$ cat src/rtl/wide_priority_encoder_seq.sv
// Sequential lowest-set-bit encoder that scans the request vector CHUNK bits per clock (optional ENC_MULTIHOT_FLAG_EN adds out_multi).
// Latency: c+1 cycles to first nonzero chunk c (NCHUNK when empty); NCHUNK always with ENC_MULTIHOT_FLAG_EN.
// Backpressure: result is held in DONE until out_ready; in_ready follows out_ready there so a new vector can chain in.
module wide_priority_encoder_seq #(
    parameter  int WIDTH  = 32,
    parameter  int CHUNK  = 8,
    localparam int NCHUNK = WIDTH / CHUNK,
    localparam int IDX_W  = $clog2(WIDTH)
) (
    input  logic             clk,
    input  logic             rst_n,
    input  logic             in_valid,
    output logic             in_ready,
    input  logic [WIDTH-1:0] in_data,
    output logic             out_valid,
    input  logic             out_ready,
    output logic [IDX_W-1:0] out_idx,
`ifdef ENC_MULTIHOT_FLAG_EN
    output logic             out_multi,
`endif
    output logic             out_found
);

    localparam int CNT_W = (NCHUNK > 1) ? $clog2(NCHUNK) : 1;
    localparam int POS_W = (CHUNK > 1) ? $clog2(CHUNK) : 1;
    localparam int SHIFT = $clog2(CHUNK);
    localparam logic [CNT_W-1:0] LAST_CNT = CNT_W'(NCHUNK - 1);

    localparam logic [1:0] ST_IDLE = 2'd0;
    localparam logic [1:0] ST_SCAN = 2'd1;
    localparam logic [1:0] ST_DONE = 2'd2;

    logic [1:0]                   state;
    logic [NCHUNK-1:0][CHUNK-1:0] vec;
    logic [CNT_W-1:0]             cnt;
    logic [IDX_W-1:0]             idx;
    logic                         found;
`ifdef ENC_MULTIHOT_FLAG_EN
    logic                         multi;
`endif

    logic [CHUNK-1:0] chunk;
    logic             chunk_nz;
    logic [POS_W-1:0] pos;
    logic [IDX_W-1:0] hit_idx;
    logic             accept;
    logic             scan_done;

    // Downward loop leaves pos at the lowest set bit of the current chunk.
    always_comb begin
        chunk    = vec[cnt];
        chunk_nz = |chunk;
        pos      = '0;
        for (int i = CHUNK - 1; i >= 0; i--) begin
            if (chunk[i]) begin
                pos = POS_W'(i);
            end
        end
    end

    // CHUNK is a power of two, so chunk base plus in-chunk offset is a shift and OR.
    assign hit_idx = (IDX_W'(cnt) << SHIFT) | IDX_W'(pos);

`ifdef ENC_MULTIHOT_FLAG_EN
    assign scan_done = (cnt == LAST_CNT);
`else
    assign scan_done = (cnt == LAST_CNT) || (chunk_nz && !found);
`endif

    always_comb begin
        in_ready = 1'b0;
        if (rst_n) begin
            case (state)
                ST_IDLE: in_ready = 1'b1;
                ST_DONE: in_ready = out_ready;
                default: in_ready = 1'b0;
            endcase
        end
    end

    assign accept = in_valid && in_ready;

    always_ff @(posedge clk or negedge rst_n) begin
        if (!rst_n) begin
            state <= ST_IDLE;
            vec   <= '0;
            cnt   <= '0;
            idx   <= '0;
            found <= 1'b0;
`ifdef ENC_MULTIHOT_FLAG_EN
            multi <= 1'b0;
`endif
        end else if (accept) begin
            state <= ST_SCAN;
            vec   <= in_data;
            cnt   <= '0;
            idx   <= '0;
            found <= 1'b0;
`ifdef ENC_MULTIHOT_FLAG_EN
            multi <= 1'b0;
`endif
        end else begin
            case (state)
                ST_SCAN: begin
                    if (chunk_nz && !found) begin
                        idx   <= hit_idx;
                        found <= 1'b1;
                    end
`ifdef ENC_MULTIHOT_FLAG_EN
                    // A second hit is either two bits in this chunk or any bit after an earlier hit.
                    if ((chunk_nz && found) || (|(chunk & (chunk - CHUNK'(1))))) begin
                        multi <= 1'b1;
                    end
`endif
                    if (scan_done) begin
                        state <= ST_DONE;
                    end else begin
                        cnt <= cnt + CNT_W'(1);
                    end
                end
                ST_DONE: begin
                    if (out_ready) begin
                        state <= ST_IDLE;
                    end
                end
                ST_IDLE: state <= ST_IDLE;
                default: state <= ST_IDLE;
            endcase
        end
    end

    assign out_valid = (state == ST_DONE);
    assign out_idx   = idx;
    assign out_found = found;
`ifdef ENC_MULTIHOT_FLAG_EN
    assign out_multi = multi;
`endif

endmodule

$ cat config.mk
export PLATFORM = sky130hd
export DESIGN_NAME = wide_priority_encoder_seq
export DESIGN_NICKNAME = d
export VERILOG_FILES = /design/src/rtl/wide_priority_encoder_seq.sv
export SDC_FILE = /design/constraint.sdc
export NUM_CORES = 1
export LEC_CHECK = 0
export CAP_MARGIN = 20
export CORE_AREA = 2 2 62 78
export CTS_BUF_LIST = sky130_fd_sc_hd__clkbuf_4
export CTS_CLUSTER_DIAMETER = 60
export DETAILED_ROUTE_END_ITERATION = 7
export DIE_AREA = 0 0 64 80
export DONT_BUFFER_PORTS = 1
export MAX_ROUTING_LAYER = met4
export SYNTH_ARGS = -nofsm -noshare
export SYNTH_HDL_FRONTEND = slang
export SYNTH_SLANG_ARGS = --single-unit
export TNS_END_PERCENT = 1
$ cat constraint.sdc
create_clock -name clk -period 6.3 [get_ports clk]
set_input_delay 1.26 -clock clk [delete_from_list [all_inputs] [get_ports clk]]
set_output_delay 1.26 -clock clk [all_outputs]
set_load 0.01 [all_outputs]
==> run summary <==
## Status
* **outcome** completed

## Clock tree
* **hold bufs inserted after CTS** 0
* **buffer depth of the longest clock path** 2
* **library cell used as clock root buffer** sky130_fd_sc_hd__clkbuf_4
* **clock buffers created by TritonCTS** 5
* **cts repair resizes** 0
* **H-tree levels** 2
* **Worst-Skew Late Latency** 0.35 ns
* **clock tree from TritonCTS** yes
* **Reg clk slew, reported paths** 0.12 ns
* **clock net sink count** 42
* **count of buffers added by post-CTS timing repair for setup** 0

## STA
* **headroom to the max-slew limit** 53.9%
* **achievable clock frequency** 321 MHz
* **RSZ-0062 raised after global routing** no
* **number of pins with negative max-slew slack in the final report** 0
* **transition time of the tightest slew-check pin** 0.690 ns
* **worst hold slack** 0.511 ns
* **setup tns final** 0 ns
* **share of the clock period used by the worst path after layout** 49.5%
* **worst clock skew** 0.0129 ns
* **Setup Viol. Count Final** 0
* **final number of hold-violating endpoints** 0
* **clock period minus worst slack** 3.12 ns

## Logic synthesis
* **fraction of synthesis flops using an asynchronous set or reset pin** 100%
* **Synth area leader** sky130_fd_sc_hd__dfrtp_1
* **sequential cell area fraction in the yosys report** 54.9%
* **flip-flop and latch count after synthesis** 42
* **Mapped Area** 1910 µm²
* **cell types with the highest counts after synthesis** sky130_fd_sc_hd__dfrtp_1, sky130_fd_sc_hd__mux2_2, sky130_fd_sc_hd__mux4_2
* **total nets after synthesis** 170
* **cell types with the largest area share after synthesis** sky130_fd_sc_hd__dfrtp_1, sky130_fd_sc_hd__mux2_2, sky130_fd_sc_hd__mux4_2
* **Post-Syn Area per Cell** 14.4 µm²
* **number of flops mapped to enable cells by yosys** 0
* **Synth Instances** 133
* **Yosys Warn Count** 0
* **most frequent cell after synthesis** sky130_fd_sc_hd__dfrtp_1
* **post-synth top area share** 54.9%
* **number of distinct standard cells referenced by the synthesized netlist** 31
* **most used flip-flop cell after synthesis** sky130_fd_sc_hd__dfrtp_1

## Setup path
* **type of the setup path with the least slack** in2out
* **Crit path max-delay family** simple AND/OR/NAND/NOR gates
* **cells on worst reg2reg path** 4
* **Critical Path, Cell by Cell** nor2b_1 > nor3b_1
* **maximum cell stage delay along the critical path** 0.57 ns
* **data arrival time of the worst path** 1.86 ns
* **category of the worst setup path launch point** primary input
* **worst path required time** 5.04 ns
* **crit path max fanout** 4
* **cell with the largest stage delay on the worst path** sky130_fd_sc_hd__nor3b_1
* **number of buffer and inverter stages on the critical path** 0
* **Critical Path Stages** 2
* **element type at the critical path end** output pin

## Cells and area
* **final cell utilization of the core** 46.2%
* **Register Area** 1050 µm²
* **number of nets in the layout** 171
* **area used by multi-input combinational logic** 806 µm²
* **proportion of layout cells with a drive suffix above 1** 39.3%
* **Layout area overhead** 5.23%
* **Fill cells** 390
* **Antenna Cells** 0

## Floorplanning
* **Horiz. Die Dim** 64 µm
* **die area** 5120 µm²
* **number of cell rows** 27
* **starting utilization of the core area** 43.9%
* **standard cell core area** 4360 µm²
* **Top-Level Pins** 44
* **Die H** 80 µm

## Place
* **port buffer count** 0
* **weighted congestion at the end of routability-driven global placement** 0.797
* **DP HPWL** 2.43 mm

## Global routing
* **largest net degree at the start of global routing** 44
* **vias in the first global route** 1179
* **total congestion overflow** 0
* **number of antenna violations at the first check in global routing** 0
* **global router's overall resource usage** 15.2%
* **first-pass GRT wire length** 5.66 mm

## Route
* **via count** 1053
* **Detailed Route WL** 3.38 mm
* **DR DRC count** 0
* **Initial DRT Pass Iterations** 4
* **routed via count divided by cell count** 5.46
* **detailed-route wire length per cell** 17.5 µm
* **starting DRC count in detailed routing** 57
* **count of antenna-violating nets left after detailed routing** 0

## Power and ir drop
* **power per cell area** 489 nW/µm²
* **standby leakage power** 0.838 nW
* **maximum ir drop on the vdd rail** 188 µV

## Job
* **max capacitance violation total** 0

## Hold path
* **WHS Path Cells** 1
* **worst min-delay path class** reg2reg

[sequential cells by signal, indices dropped and copies added (netlist names)]
register and flops:
cnt 2, state 2, vec 32, out_found 1
out_idx 5
[worst paths after layout]
kind                                     start                    to  slack, ns
min                        vec[24]$_DFFE_PN0N_   vec[24]$_DFFE_PN0N_       0.51
min reg2reg                vec[24]$_DFFE_PN0N_   vec[24]$_DFFE_PN0N_       0.51
min in group asynchronous                rst_n   vec[25]$_DFFE_PN0N_       0.58
max                                  out_ready              in_ready       3.18
max reg2reg                 cnt[0]$_DFFE_PN0P_  state[1]$_DFFE_PN0P_       3.57
max in group asynchronous                rst_n    vec[7]$_DFFE_PN0N_       5.63
[placed cells by master (no fill, tap or decap), drive strengths merged]
master,synthesis,routed
a21oi,3,3
a22o,1,1
buf,3,1
clkbuf,4,6
clkinv,0,2
dfrtp,42,42
ha,1,1
inv,5,5
mux2,33,33
mux2i,1,1
mux4,8,8
nand2,4,4
nand2b,2,2
nand3,5,5
nor2,4,4
nor2b,2,2
nor3,1,1
nor3b,1,1
nor4,1,1
o21ai,4,4
o21bai,1,1
o221ai,1,1
o31ai,3,3
or3,1,1
or4,2,2
[layout make-up]
type	count	share of cell area, %
clock buffers	6	2.24
clock inverters	2	0.683
inverters	5	0.932
multi-input cells	79	40.0
flip-flops and latches	42	52.2
well taps	58	3.60
repair buffers	1	0.373
[cells by family (layout without fill, tap and decap cells)]
group / count (synthesis) / after routing / synth area share, %
fa+ha+maj: 1 / 1 / 0.653
buf+inv: 12 / 14 / 3.01
compound gates: 13 / 13 / 5.10
simple gates: 23 / 23 / 6.80
mux: 42 / 42 / 29.5
flops: 42 / 42 / 54.9
[through the flow]
step | total power [mW] | area [µm²] | setup WS (ns) | std cells
floorplan | 0.794 | 1910 | 3.29 | 133
global placement | 0.844 | 1960 | 3.24 | 185
detailed placement | 0.867 | 1960 | 3.17 | 185
CTS | 1.00 | 2010 | 3.17 | 193
global route | 1.06 | 2010 | 3.13 | 193
finish | 0.985 | 2010 | 3.18 | 193
[routing by layer]
layer / up-vias / global-route usage, % / wire length (µm)
li1: 489 / - / -
met1: 526 / 18.0 / 1360
met2: 32 / 23.6 / 1740
met3: 6 / 5.92 / 229
met4: 0 / 5.22 / 51
met5: - / - / 0
[report_power, final]
group          switching, mW  internal [mW]
clock network         0.0864         0.0482
logic                  0.144          0.212
registers             0.0974          0.398
total                  0.327          0.658
No activity file was read; power rests on OpenSTA's default activity.
